==> src/rtl/textlcd_buf_ctrl.sv <==
// Text LCD controller (HD44780-class, 8-bit bus, write-only) with a
// ROWS x COLS character frame buffer. The panel is initialised once after
// reset, then redrawn in full whenever the buffer changes. Every bus
// transaction is a fixed slot with an E strobe that has at least one cycle
// of setup and one cycle of hold around it.
module textlcd_buf_ctrl #(
    parameter int COLS      = 16,
    parameter int ROWS      = 2,
    parameter int SLOT_CYC  = 8,
    parameter int INIT_WAIT = 70,
    parameter int CMD_WAIT  = 30,
    parameter int CLR_WAIT  = 200,
    parameter int ADDR_W    = 5
) (
    input  logic              clk,
    input  logic              resetn,      // active-high despite the name
    input  logic              wr_en,
    input  logic [ADDR_W-1:0] wr_addr,
    input  logic [7:0]        wr_data,
    input  logic              clear_req,
    output logic              busy,
    output logic              LCD_E,
    output logic              LCD_RS,
    output logic              LCD_RW,
    output logic [7:0]        LCD_DATA
);

    localparam int NBYTES = ROWS * COLS;
    localparam int IDX_W  = (NBYTES > 1) ? $clog2(NBYTES) : 1;
    localparam int COL_W  = (COLS > 1) ? $clog2(COLS) : 1;
    localparam int SLOT_W = $clog2(SLOT_CYC);
    localparam int WAIT_W = 16;

    typedef enum logic [2:0] {
        INIT_DLY  = 3'd0,
        FUNC_SET  = 3'd1,
        DISP_ON   = 3'd2,
        ENTRY     = 3'd3,
        CLEAR     = 3'd4,
        IDLE      = 3'd5,
        LINE_ADDR = 3'd6,
        LINE_CHAR = 3'd7
    } state_t;

    state_t              state_q, state_d;
    logic                phase_q, phase_d;      // 0: bus slot, 1: post-wait
    logic [SLOT_W-1:0]   slot_q, slot_d;
    logic [WAIT_W-1:0]   wait_q, wait_d;
    logic                row_q, row_d;
    logic [COL_W-1:0]    col_q, col_d;
    logic                dirty_q, dirty_d;
    logic                clr_pend_q, clr_pend_d;
    logic [7:0]          buf_q [NBYTES];
    logic [7:0]          buf_d [NBYTES];
    logic                busy_q, busy_d;
    logic                lcd_e_q, lcd_e_d;
    logic                lcd_rs_q, lcd_rs_d;
    logic                lcd_rw_q, lcd_rw_d;
    logic [7:0]          lcd_data_q, lcd_data_d;

    logic                advance_s;
    logic                slot_start_s;
    logic                wr_ok_s;
    logic [IDX_W-1:0]    wr_idx_s;
    logic [IDX_W-1:0]    rd_idx_s;

    // Extra idle cycles that follow the slot of a given command state.
    function automatic logic [WAIT_W-1:0] post_wait(input state_t st);
        case (st)
            FUNC_SET, DISP_ON, ENTRY: post_wait = WAIT_W'(CMD_WAIT);
            CLEAR:                    post_wait = WAIT_W'(CLR_WAIT);
            default:                  post_wait = {WAIT_W{1'b0}};
        endcase
    endfunction

    // States that drive one bus transaction slot.
    function automatic logic is_slot(input state_t st);
        case (st)
            FUNC_SET, DISP_ON, ENTRY, CLEAR, LINE_ADDR, LINE_CHAR: is_slot = 1'b1;
            default:                                              is_slot = 1'b0;
        endcase
    endfunction

    // Command byte put on the bus by each command state.
    function automatic logic [7:0] cmd_byte(input state_t st, input logic row);
        case (st)
            FUNC_SET:  cmd_byte = 8'h3C;
            DISP_ON:   cmd_byte = 8'h0C;
            ENTRY:     cmd_byte = 8'h06;
            CLEAR:     cmd_byte = 8'h01;
            LINE_ADDR: cmd_byte = row ? 8'hC0 : 8'h80;
            default:   cmd_byte = 8'h00;
        endcase
    endfunction

    // Next-state, buffer update and bus output computation.
    always_comb begin
        state_d    = state_q;
        phase_d    = phase_q;
        slot_d     = slot_q;
        wait_d     = wait_q;
        row_d      = row_q;
        col_d      = col_q;
        dirty_d    = dirty_q;
        clr_pend_d = clr_pend_q;
        buf_d      = buf_q;
        advance_s  = 1'b0;
        lcd_rw_d   = 1'b0;

        case (state_q)
            INIT_DLY: begin
                if (wait_q == WAIT_W'(INIT_WAIT - 1)) begin
                    state_d = FUNC_SET;
                    phase_d = 1'b0;
                    slot_d  = {SLOT_W{1'b0}};
                    wait_d  = {WAIT_W{1'b0}};
                end else begin
                    wait_d = wait_q + WAIT_W'(1);
                end
            end
            IDLE: begin
                if (clr_pend_q) begin
                    state_d    = CLEAR;
                    clr_pend_d = 1'b0;
                    phase_d    = 1'b0;
                    slot_d     = {SLOT_W{1'b0}};
                end else if (dirty_q) begin
                    state_d = LINE_ADDR;
                    row_d   = 1'b0;
                    dirty_d = 1'b0;
                    phase_d = 1'b0;
                    slot_d  = {SLOT_W{1'b0}};
                end else begin
                    state_d = IDLE;
                end
            end
            default: begin
                if (!phase_q) begin
                    if (slot_q == SLOT_W'(SLOT_CYC - 1)) begin
                        if (post_wait(state_q) != {WAIT_W{1'b0}}) begin
                            phase_d = 1'b1;
                            wait_d  = {WAIT_W{1'b0}};
                        end else begin
                            advance_s = 1'b1;
                        end
                    end else begin
                        slot_d = slot_q + SLOT_W'(1);
                    end
                end else begin
                    if (wait_q == post_wait(state_q) - WAIT_W'(1)) begin
                        advance_s = 1'b1;
                    end else begin
                        wait_d = wait_q + WAIT_W'(1);
                    end
                end
            end
        endcase

        if (advance_s) begin
            phase_d = 1'b0;
            slot_d  = {SLOT_W{1'b0}};
            wait_d  = {WAIT_W{1'b0}};
            case (state_q)
                FUNC_SET:  state_d = DISP_ON;
                DISP_ON:   state_d = ENTRY;
                ENTRY:     state_d = CLEAR;
                CLEAR:     state_d = IDLE;
                LINE_ADDR: begin
                    state_d = LINE_CHAR;
                    col_d   = {COL_W{1'b0}};
                end
                LINE_CHAR: begin
                    if (col_q == COL_W'(COLS - 1)) begin
                        if ((ROWS > 1) && !row_q) begin
                            row_d   = 1'b1;
                            state_d = LINE_ADDR;
                        end else begin
                            state_d = IDLE;
                        end
                    end else begin
                        col_d = col_q + COL_W'(1);
                    end
                end
                default:   state_d = IDLE;
            endcase
        end else begin
            state_d = state_d;
        end

        // Buffer writes; clear_req wins over a same-cycle write.
        wr_ok_s  = ({1'b0, wr_addr} < (ADDR_W + 1)'(NBYTES));
        wr_idx_s = IDX_W'(wr_addr);
        if (clear_req) begin
            for (int i = 0; i < NBYTES; i++) begin
                buf_d[i] = 8'h20;
            end
            clr_pend_d = 1'b1;
            dirty_d    = 1'b1;
        end else if (wr_en && wr_ok_s) begin
            buf_d[wr_idx_s] = wr_data;
            dirty_d         = 1'b1;
        end else begin
            dirty_d = dirty_d;
        end

        // RS/DATA latch on entry to slot cycle 0; E covers cycles 1..SLOT_CYC-2.
        rd_idx_s     = IDX_W'((row_d ? COLS : 0) + int'(col_d));
        slot_start_s = is_slot(state_d) && !phase_d && (slot_d == {SLOT_W{1'b0}});
        if (slot_start_s) begin
            lcd_rs_d = (state_d == LINE_CHAR);
            if (state_d == LINE_CHAR) begin
                lcd_data_d = buf_q[rd_idx_s];
            end else begin
                lcd_data_d = cmd_byte(state_d, row_d);
            end
        end else begin
            lcd_rs_d   = lcd_rs_q;
            lcd_data_d = lcd_data_q;
        end
        lcd_e_d = is_slot(state_d) && !phase_d &&
                  (slot_d >= SLOT_W'(1)) && (slot_d <= SLOT_W'(SLOT_CYC - 2));
        busy_d  = (state_d != IDLE);
    end

    // State, buffer and output registers with asynchronous reset.
    always_ff @(posedge clk or posedge resetn) begin
        if (resetn) begin
            state_q    <= INIT_DLY;
            phase_q    <= 1'b0;
            slot_q     <= {SLOT_W{1'b0}};
            wait_q     <= {WAIT_W{1'b0}};
            row_q      <= 1'b0;
            col_q      <= {COL_W{1'b0}};
            dirty_q    <= 1'b1;
            clr_pend_q <= 1'b0;
            for (int i = 0; i < NBYTES; i++) begin
                buf_q[i] <= 8'h20;
            end
            busy_q     <= 1'b1;
            lcd_e_q    <= 1'b0;
            lcd_rs_q   <= 1'b0;
            lcd_rw_q   <= 1'b0;
            lcd_data_q <= 8'h00;
        end else begin
            state_q    <= state_d;
            phase_q    <= phase_d;
            slot_q     <= slot_d;
            wait_q     <= wait_d;
            row_q      <= row_d;
            col_q      <= col_d;
            dirty_q    <= dirty_d;
            clr_pend_q <= clr_pend_d;
            for (int i = 0; i < NBYTES; i++) begin
                buf_q[i] <= buf_d[i];
            end
            busy_q     <= busy_d;
            lcd_e_q    <= lcd_e_d;
            lcd_rs_q   <= lcd_rs_d;
            lcd_rw_q   <= lcd_rw_d;
            lcd_data_q <= lcd_data_d;
        end
    end

    assign busy     = busy_q;
    assign LCD_E    = lcd_e_q;
    assign LCD_RS   = lcd_rs_q;
    assign LCD_RW   = lcd_rw_q;
    assign LCD_DATA = lcd_data_q;

endmodule

==> config.mk <==
export PLATFORM = sky130hd
export DESIGN_NAME = textlcd_buf_ctrl
export DESIGN_NICKNAME = d
export VERILOG_FILES = /design/src/rtl/textlcd_buf_ctrl.sv
export SDC_FILE = /design/constraint.sdc
export NUM_CORES = 1
export LEC_CHECK = 0
export CORE_MARGIN = 2
export CORE_UTILIZATION = 45
export DETAILED_ROUTE_END_ITERATION = 7
export PLACE_DENSITY_LB_ADDON = 0.15
export RECOVER_POWER = 25
export SKIP_CTS_REPAIR_TIMING = 1
export SYNTH_ARGS = -nofsm -noshare
export SYNTH_HDL_FRONTEND = slang
export SYNTH_SLANG_ARGS = --single-unit
==> constraint.sdc <==
create_clock -name clk -period 9.81 [get_ports clk]
set_input_delay 0.981 -clock clk [delete_from_list [all_inputs] [get_ports clk]]
set_output_delay 0.981 -clock clk [all_outputs]
set_load 0.02 [all_outputs]
==> run metrics, run 1 <==
relative slew slack -162.7%; Yosys top cell area share approximately 42%; Max clock buf depth 3; GPL Wtd Cong between 0.9 and 1; worst skew pair latency around 0.52 ns; main area contributors after synthesis dfrtp_1, mux2i_1, nor2_1; drt drc 0; CTS tree built; Clock Pin Slew Worst Setup and Hold Paths ~0.06 ns; Die X approximately 190 um; FP Rows 68; final setup violation count 0; most frequent CP cell nor3_1; Int Pwr about 0.002 W; core area 34290 um2; type of the worst setup path reg -> reg; drt wl/cell about 24 um; TritonCTS Buffers 35; Final Slew Violations 85; first-pass GRT wire length about 75000 um; Worst Path Required 10.22 ns; Tcrit/Tclk final a little under three fifths; Initial Util 45.40%; number of flops mapped to enable cells by yosys 0; top_reg_cell synth dfrtp_1; Yosys reg bits 297; via count between 10000 and 15000; Die ar. between 30000 and 40000 um2; failing checks max-capacitance violations, max-slew violations; fin crit period ~5.6 ns; VDD IR-drop max between 0.1 and 0.15 mV; IO Port Bufs 27; Most Crowded Layer GR met2; Synth area leader dfrtp_1; Mapped Avg Cell Area 9.846 um2; Initial DRT Pass Iterations 5; Max Clk Rate 180.0 MHz; grt total ovfl 0; DPL Wire Length ~31000 um; Clock power frac 48.9%; Max Fanout on Critical Path 28; Worst Tran Pin Value ~4 ns; WP buf/inv 2; Sink Count just under 300; Async SR Flop Fraction 100.0%; sequential group share of total power 46.7%; Worst setup SP type register; status finished with violations; CTS root buf clkbuf_16; switching fraction of total power a little under a quarter; library cells used by synthesis between 80 and 90; Fin Setup TNS 0 ns; skew final just over 0.01 ns; layout net count ~1600; die span in y around 190 um; Mapped Cells approximately 1600; RSZ-0062 raised after global routing false; Synth Cell Area approximately 16000 um2; final core utilization 50.18%; Routed WL approximately 49000 um; Final Hold Viols 0; slowest cell on the critical path nor3_1; Final ANT Viol Nets 0; GR met2 Demand/Resource 41.62%; critical path cell sequence o21bai_1 > mux2i_1 > nor3_1 > buf_4 > a21o_2 > a22o_1 > inv_1 > nor3_1 > a22oi_1 > and3_1 > a311oi_1; IO Count 29; final worst slack about 4.3 ns; M3 GR Usage 6.733%; CP Capture Type register; hold crit path type reg -> reg; register area share after synthesis 48.02%; total track usage 27.16%; post-synth net total about 1600; initial antenna violation count 1; Synth-to-Final Area Change 10.52%; Switch Pwr slightly above 0.0006 W; post-place setup slack ~4.4 ns; M1 GR Usage 38.08%; number of global-route vias before repair around 12000; placed cell areas around 16000 um2; pin count of the biggest net entering global routing 92; Max-Cap Viols 1; P_leak roughly 8.0 nW; Comb pwr share approximately 4.4%; Crit path largest cell delay 0.91 ns; pwr dens ~150 nW/um2; iteration-0 DRC count of the detailed router 1294; final hold slack ~0.48 ns; share of cells above drive strength 1 roughly a tenth; Vias/cell just over 6; cell family with most CP delay compound AO/OA/AOI/OAI gates; critical path arrival 5.97 ns; fin area between 15000 and 20000 um2; Yosys warnings 0; maximum level of the CTS H-tree 2
-- routing by layer --
metal | share of wire, % | wire [um] | up-vias
li1 | - | - | 5552
met1 | 44 | 21430 | 6257
met2 | 45 | 22140 | 458
met3 | 8.2 | 4028 | 94
met4 | 2.7 | 1335 | 0
met5 | 0 | 0 | -
-- Yosys cell counts (all sizes together), types with 17 or more instances --
cell	count
nor2	267
and3	37
mux2i	263
buf	34
dfstp	34
nand2	162
a21oi	42
nand3	87
dfrtp	263
a211oi	17
a211o	35
o21ai	34
nor2b	18
clkbuf	78
-- through the flow --
| stage | std cells | total power (W) |
|---|---|---|
| 2_1_floorplan | 1581 | 0.001335 |
| 3_3_place_gp | 1977 | 0.001380 |
| 3_5_place_dp | 1977 | 0.001380 |
| 4_1_cts | 2038 | 0.002675 |
| 5_1_grt | 2038 | 0.002730 |
| 6_report | 2039 | 0.002657 |
-- layout make-up --
class                      instances  area, um2
timing repair buffer              53      452.9
fill                            3194      17080
antenna                            1      2.502
clock buffer                      53       1036
multi-input combinational       1156       7512
sequential                       297       7475
inverter                          16      66.31
tap                              455      569.3
clock inverter                     8      90.09
-- sequential cells by signal (all words and copies together), names as in the netlist --
name and flops:
buf_q 256, wait_q 16, LCD_DATA 8, col_q 4, slot_q 3, state_q 3, LCD_E 1, LCD_RS 1
busy 1, clr_pend_q 1, dirty_q 1, phase_q 1, row_q 1
-- cell usage in the layout, fill, tap and decap left out, types with 5 or more instances in the layout --
cell type / n
nor2_1: 265
dfrtp_1: 263
mux2i_1: 263
nand2_1: 162
nand3_1: 86
a21oi_1: 41
and3_1: 37
clkbuf_16: 37
a211o_1: 35
dfstp_2: 34
o21ai_0: 30
buf_4: 23
clkdlybuf4s50_1: 20
nor2b_1: 18
a31oi_1: 16
a211oi_1: 16
nor3_1: 14
clkbuf_1: 14
nand4_1: 10
a32oi_1: 10
inv_1: 9
a311oi_1: 9
mux2_2: 7
nand3b_1: 6
nor4_1: 6
xor2_1: 6
clkbuf_8: 6
clkinv_2: 6
inv_2: 5
dlygate4sd3_1: 5
-- power by group through the flow --
stage | combinational, W | sequential [W] | clock [W]
floorplan | 0.0000744 | 0.00126 | 0
global placement | 0.000119 | 0.00126 | 0
global route | 0.000127 | 0.00124 | 0.00136
detailed placement | 0.000119 | 0.00126 | 0
finish | 0.000117 | 0.00124 | 0.00130
CTS | 0.000119 | 0.00124 | 0.00132
-- path summary, 6_finish.rpt --
path	start	endpoint	slack (ns)	cells past startpoint
min in group asynchronous	resetn	buf_q[75]$_DFFE_PP0P_	2.09	2
hold / removal	LCD_RS$_DFFE_PP0P_	LCD_RS$_DFFE_PP0P_	0.48	2
max in group asynchronous	resetn	LCD_DATA[0]$_DFFE_PP0P_	5.39	3
setup / recovery	state_q[1]$_DFF_PP0_	LCD_DATA[6]$_DFFE_PP0P_	4.26	11
setup reg to reg	state_q[1]$_DFF_PP0_	LCD_DATA[6]$_DFFE_PP0P_	4.26	11
hold reg to reg	LCD_RS$_DFFE_PP0P_	LCD_RS$_DFFE_PP0P_	0.48	2
-- cell families after synthesis --
family | synth area share, %
XOR/XNOR | 0.6109
AND/OR/NAND/NOR | 18.51
other | 0.02409
AO/OA/AOI/OAI | 10.66
adder cells (fa/ha/maj) | 0.3215
buffers and inverters | 3.786
flip-flops | 48.02
multiplexers | 18.07
-- worst register-to-register path, stage by stage, from the launching register on --
cell and delay, ns:
dfrtp_1 0.86, o21bai_1 0.19, mux2i_1 0.16, nor3_1 0.55
buf_4 0.26, a21o_2 0.24, a22o_1 0.77, inv_1 0.60
nor3_1 0.92, a22oi_1 0.38, and3_1 0.28, a311oi_1 0.24
Note: power is estimated with default switching activity, not from simulation.
==> run 2, diff against run 1 <==
Clock period 9.81 ns to 4.95 ns, I/O delays scaled along.
==> run 2 against run 1 <==
  * The flow still finishes with violations (max-capacitance violations, max-slew violations)
  * Fmax increased by 30%
  * Total power increased by 97%
  * Critical path type unchanged
  * Cell count increased by 0.74%
==> run metrics, run 2 (synthesis results as in run 1) <==
first-pass GRT wire length 74590 um (about the same); Crit path largest cell delay 0.58 ns (-0.33 ns); Max Fanout on Critical Path 26 (-7.1%); die span in y 190.0 um (unchanged); Int Pwr 0.004039 W (+98%); status finished with violations; Comb pwr share 4.5% (about the same); hold wc startpoint buf_q[245]$_DFFE_PP1P_; layout net count 1596 (+1.0%); DPL Wire Length 31290 um (about the same); reg-to-reg critical path startpoint state_q[0]$_DFF_PP0_; RSZ-0062 raised after global routing false; type of the worst setup path reg -> reg; final hold slack 0.4945 ns (+0.01629 ns); total track usage 26.99% (-0.16 points); Largest Register buf_q; switching fraction of total power 23.03% (-0.18 points); Die ar. 36090 um2 (unchanged); grt total ovfl 0 (unchanged); Switch Pwr 0.001208 W (+96%); CTS tree built; Final Slew Violations 199 (+130%); critical path cell sequence or3_4 > a211oi_2 > a21boi_1 > o21a_1 > nor2_4 > inv_2 > nor2_1 > buf_4 > a32oi_1 > a21oi_1 > a2111oi_2; Die X 190.0 um (unchanged); initial antenna violation count 0 (-1); Worst Tran Pin Value 3.377 ns (-0.5422 ns); pwr dens 301.9 nW/um2 (+95%); worst skew pair latency 0.52 ns (about the same); drt drc 0 (unchanged); drt wl/cell 23.37 um (-2.6%); via count 12367 (+0.049%); slowest cell on the critical path a211oi_2; final setup violation count 0 (unchanged); relative slew slack -125.2% (+38 points); fin crit period 4.275 ns (-1.280 ns); Fin Setup TNS 0 ns (unchanged); Tcrit/Tclk final 86.36% (+30 points); Worst Path Required 5.33 ns (-4.89 ns); Clock power frac 48.7% (-0.2 points); hold path cells 2 (unchanged); failing checks max-capacitance violations, max-slew violations; Initial Util 45.40% (unchanged); Hold Path End buf_q[245]$_DFFE_PP1P_; cell family with most CP delay compound AO/OA/AOI/OAI gates; iteration-0 DRC count of the detailed router 1222 (-5.6%); CP Capture Type register; critical path arrival 4.65 ns (-1.32 ns); Final ANT Viol Nets 0 (unchanged); core area 34290 um2 (unchanged); Initial DRT Pass Iterations 6 (+1); Clock Pin Slew Worst Setup and Hold Paths 0.06 ns (about the same); WP buf/inv 2 (unchanged); TritonCTS Buffers 35 (unchanged); Synth-to-Final Area Change 11.64%; sequential group share of total power 46.9% (+0.2 points); FP Rows 68 (unchanged); Final Hold Viols 0 (unchanged); Largest register FFs 256 (unchanged); number of global-route vias before repair 11917 (+0.94%); hold crit path type reg -> reg; Reg2Reg Depth 11 (unchanged); Sink Count 297 (unchanged); CTS root buf clkbuf_16; diode count 0 (-1); P_leak 8.083 nW (+1.2%); GPL Wtd Cong 0.9189 (-5.0%); commonest cells after routing, fill and taps aside nor2_1, dfrtp_1, mux2i_1, nand2_1, nand3_1; pin count of the biggest net entering global routing 157 (+71%); r2r endpoint LCD_DATA[5]$_DFFE_PP0P_; R2R Setup Slk 0.68 ns (-3.58 ns); maximum level of the CTS H-tree 2 (unchanged); skew final 0.02075 ns (+0.01068 ns); IO Port Bufs 27 (unchanged); Routed WL 48010 um (-1.9%); commonest non-fill, non-tap cell in the layout nor2_1; Max-Cap Viols 2 (+1); VDD IR-drop max 0.2046 mV (+87%); Max Clk Rate 233.9 MHz (+30%); Worst setup SP type register; share of cells above drive strength 1 10.76% (+1.2 points); Vias/cell 6.021 (-0.68%); Max clock buf depth 3 (unchanged); IO Count 29 (unchanged)
## run 2: worst min-delay path, delay by kind of cell (launching register included)
kind	cells	cell delay (ns)
simple gates	2	0.12
flops	1	0.37
## run 2: power by group through the flow
stage	combinational, W	sequential (W)	clock (W)
after floorplan	0.000148	0.00250	0
after global placement	0.000239	0.00250	0
after detailed placement	0.000239	0.00250	0
after CTS	0.000239	0.00246	0.00259
after global routing	0.000257	0.00246	0.00269
final	0.000235	0.00246	0.00255
## run 2: worst max-delay path by stage
stage / start / depth (start not counted) / end / slack [ns]
final: state_q[0]$_DFF_PP0_ / 11 / LCD_DATA[5]$_DFFE_PP0P_ / 0.68
after global routing: state_q[0]$_DFF_PP0_ / 11 / LCD_DATA[5]$_DFFE_PP0P_ / 0.45
after CTS: state_q[0]$_DFF_PP0_ / 11 / LCD_DATA[5]$_DFFE_PP0P_ / 0.78
after detailed placement: state_q[0]$_DFF_PP0_ / 11 / LCD_DATA[5]$_DFFE_PP0P_ / 0.77
after global placement: state_q[0]$_DFF_PP0_ / 11 / LCD_DATA[5]$_DFFE_PP0P_ / 0.80
after floorplan: resetn / 1 / LCD_DATA[0]$_DFFE_PP0P_ / 0.54
## run 2: per-stage QoR
| step | worst slack [ns] | util [%] | std cells | power [W] | cell area [um2] |
|---|---|---|---|---|---|
| finish | 0.6753 | 50.68 | 2054 | 0.005247 | 17380 |
| global route | 0.4548 | 50.68 | 2054 | 0.005406 | 17380 |
| CTS | 0.7831 | 50.73 | 2054 | 0.005289 | 17390 |
| detailed placement | 0.7742 | 47.43 | 1993 | 0.002739 | 16260 |
| global placement | 0.8025 | 47.43 | 1993 | 0.002739 | 16260 |
| floorplan | 0.5377 | - | 1581 | 0.002646 | 15570 |
## run 2: layer usage
| metal | GRT usage, % | up-vias | wire (um) | part of all wire [%] |
|---|---|---|---|---|
| met5 | 0 | - | 0 | 0 |
| met1 | 39.04 | 6271 | 21610 | 45 |
| met2 | 41.18 | 421 | 21620 | 45 |
| li1 | - | 5587 | - | - |
| met3 | 4.667 | 88 | 3224 | 6.7 |
| met4 | 8.825 | 0 | 1550 | 3.2 |
## run 2: final cells by class
| type | instances | area [um2] |
|---|---|---|
| repair buffers | 69 | 621.8 |
| well taps | 455 | 569.3 |
| flip-flops and latches | 297 | 7475 |
| multi-input cells | 1156 | 7517 |
| fillers | 3170 | 16910 |
| inverters | 16 | 66.31 |
| clock buffers | 55 | 1074 |
| clock inverters | 6 | 55.05 |
==> run 3, diff against run 2 <==
Settings changed: CTS_CLUSTER_DIAMETER set to 60.
==> run 3 against run 2 <==
  * The run still ends with max-capacitance violations, max-slew violations left
  * Clock-buffer cell count shrank 1
  * Global-route usage is essentially flat
  * Total power grew 0.32%
  * Clock power is essentially flat
  * Register-to-register slack lost 0.09 ns
  * Worst hold slack is essentially flat
  * First-iteration DRC count shrank 2.6%
  * Non-clock buffer count is the same
  * Die area is the same
  * Critical path depth is the same
  * Worst setup slack lost 0.086 ns
  * Final area is essentially flat
==> run metrics, run 3 (synthesis results as in run 1) <==
status finished with violations; failing checks max-capacitance violations, max-slew violations; total track usage 26.99% (about the same); Max-Cap Viols 1 (-1); placed cell areas 16260 um2 (unchanged); Max clock buf depth 3 (unchanged); Clock Pin Slew Worst Setup and Hold Paths 0.06 ns (about the same); hold crit path type reg -> reg; Initial DRT Pass Iterations 5 (-1); commonest non-fill, non-tap cell in the layout nor2_1; Final Hold Viols 0 (unchanged); CP Capture Type register; reg-to-reg critical path startpoint state_q[0]$_DFF_PP0_; Worst setup SP type register; worst skew pair latency 0.53 ns (about the same); Final Slew Violations 43 (-78%); CTS tree built; P_leak 8.082 nW (about the same); Reg2Reg Depth 11 (unchanged); FP Rows 68 (unchanged); VDD IR-drop max 0.2406 mV (+18%); dpl cells 1993 (unchanged); Worst Path Required 5.33 ns (about the same); fin area 17390 um2 (about the same); commonest cells after routing, fill and taps aside nor2_1, dfrtp_1, mux2i_1, nand2_1, nand3_1; die span in y 190.0 um (unchanged); GPL Wtd Cong 0.9189 (unchanged); r2r endpoint LCD_DATA[5]$_DFFE_PP0P_; drt wl/cell 23.43 um (+0.24%); first-pass GRT wire length 74510 um (-0.10%); fill count 3164 (-0.19%); Routed WL 48170 um (+0.34%); Hold Path End buf_q[245]$_DFFE_PP1P_; Worst setup startpoint state_q[0]$_DFF_PP0_; Largest Register buf_q; drt drc 0 (unchanged); critical path arrival 4.74 ns (+0.09 ns); TritonCTS Buffers 37 (+5.7%); diode count 0 (unchanged); hold path cells 2 (unchanged); Max Clk Rate 229.3 MHz (-2.0%); fin crit period 4.361 ns (+0.08599 ns); Sink Count 297 (unchanged); Final ANT Viol Nets 0 (unchanged); core area 34290 um2 (unchanged); relative slew slack -57.92% (+67 points); layout net count 1598 (+0.13%); R2R Setup Slk 0.59 ns (-0.09 ns); initial antenna violation count 0 (unchanged); IO Count 29 (unchanged); share of cells above drive strength 1 10.81% (+0.049 points); pin count of the biggest net entering global routing 157 (unchanged); final setup violation count 0 (unchanged); DPL Wire Length 31290 um (unchanged); iteration-0 DRC count of the detailed router 1190 (-2.6%); maximum level of the CTS H-tree 2 (unchanged); Tcrit/Tclk final 88.09% (+1.7 points); IO Port Bufs 27 (unchanged); final hold slack 0.4941 ns (-0.0004080 ns); Die ar. 36090 um2 (unchanged); Largest register FFs 256 (unchanged); via count 12385 (+0.15%); grt total ovfl 0 (unchanged); Fin Setup TNS 0 ns (unchanged); skew final 0.02001 ns (-0.0007425 ns); CTS root buf clkbuf_16; type of the worst setup path reg -> reg; Non-Filler Instances 2056 (+0.097%); Initial Util 45.40% (unchanged); number of global-route vias before repair 11916 (-0.0084%); Vias/cell 6.024 (about the same); RSZ-0062 raised after global routing false; hold wc startpoint buf_q[245]$_DFFE_PP1P_; pwr dens 302.6 nW/um2 (+0.24%); Synth-to-Final Area Change 11.73% (about the same); Die X 190.0 um (unchanged); final core utilization 50.72% (about the same); Worst Tran Pin Value 2.369 ns (-1.008 ns); Max Fanout on Critical Path 26 (unchanged)
run 3: worst max-delay path by stage:
stage	to	slack (ns)	cells past startpoint
final	LCD_DATA[5]$_DFFE_PP0P_	0.59	11
after CTS	LCD_DATA[5]$_DFFE_PP0P_	0.74	11
after floorplan	LCD_DATA[0]$_DFFE_PP0P_	0.54	1
after global placement	LCD_DATA[5]$_DFFE_PP0P_	0.80	11
after global routing	LCD_DATA[5]$_DFFE_PP0P_	0.41	11
after detailed placement	LCD_DATA[5]$_DFFE_PP0P_	0.77	11
run 3: where the power goes:
group	internal [W]	total, W	switching (W)
logic	0.0000542	0.000236	0.000181
clock network	0.00152	0.00257	0.00105
registers	0.00245	0.00246	0.00000983
total	0.00402	0.00526	0.00124
run 3: metal layers:
metal / global-route usage, % / vias to the layer above / part of all wire, %
met2: 41.35 / 501 / 45
met3: 4.556 / 92 / 7.1
met5: 0 / - / 0
met4: 9.243 / 0 / 3.3
met1: 38.79 / 6203 / 45
li1: - / 5589 / -
run 3: layout make-up:
type / count / area (um2) / share of cell area (%)
multi-input cells: 1156 / 7517 / 43.22
inverters: 16 / 66.31 / 0.3813
clock buffers: 54 / 1050 / 6.036
flip-flops and latches: 297 / 7475 / 42.98
well taps: 455 / 569.3 / 3.273
repair buffers: 69 / 630.6 / 3.626
clock inverters: 9 / 83.83 / 0.4820
run 3: per-stage QoR:
| stage | power, W | setup slack (ns) |
|---|---|---|
| 2_1_floorplan | 0.002646 | 0.5377 |
| 3_3_place_gp | 0.002739 | 0.8025 |
| 3_5_place_dp | 0.002739 | 0.7742 |
| 4_1_cts | 0.005307 | 0.7356 |
| 5_1_grt | 0.005422 | 0.4095 |
| 6_report | 0.005264 | 0.5893 |
run 3: worst max-delay path, stage by stage, from the launching register on:
cell and delay, ns:
dfrtp_1 0.54, or3_4 0.46, a211oi_2 0.60, a21boi_1 0.18
o21a_1 0.20, nor2_4 0.51, inv_2 0.43, nor2_1 0.33
buf_4 0.28, a32oi_1 0.10, a21oi_1 0.44, a2111oi_2 0.10
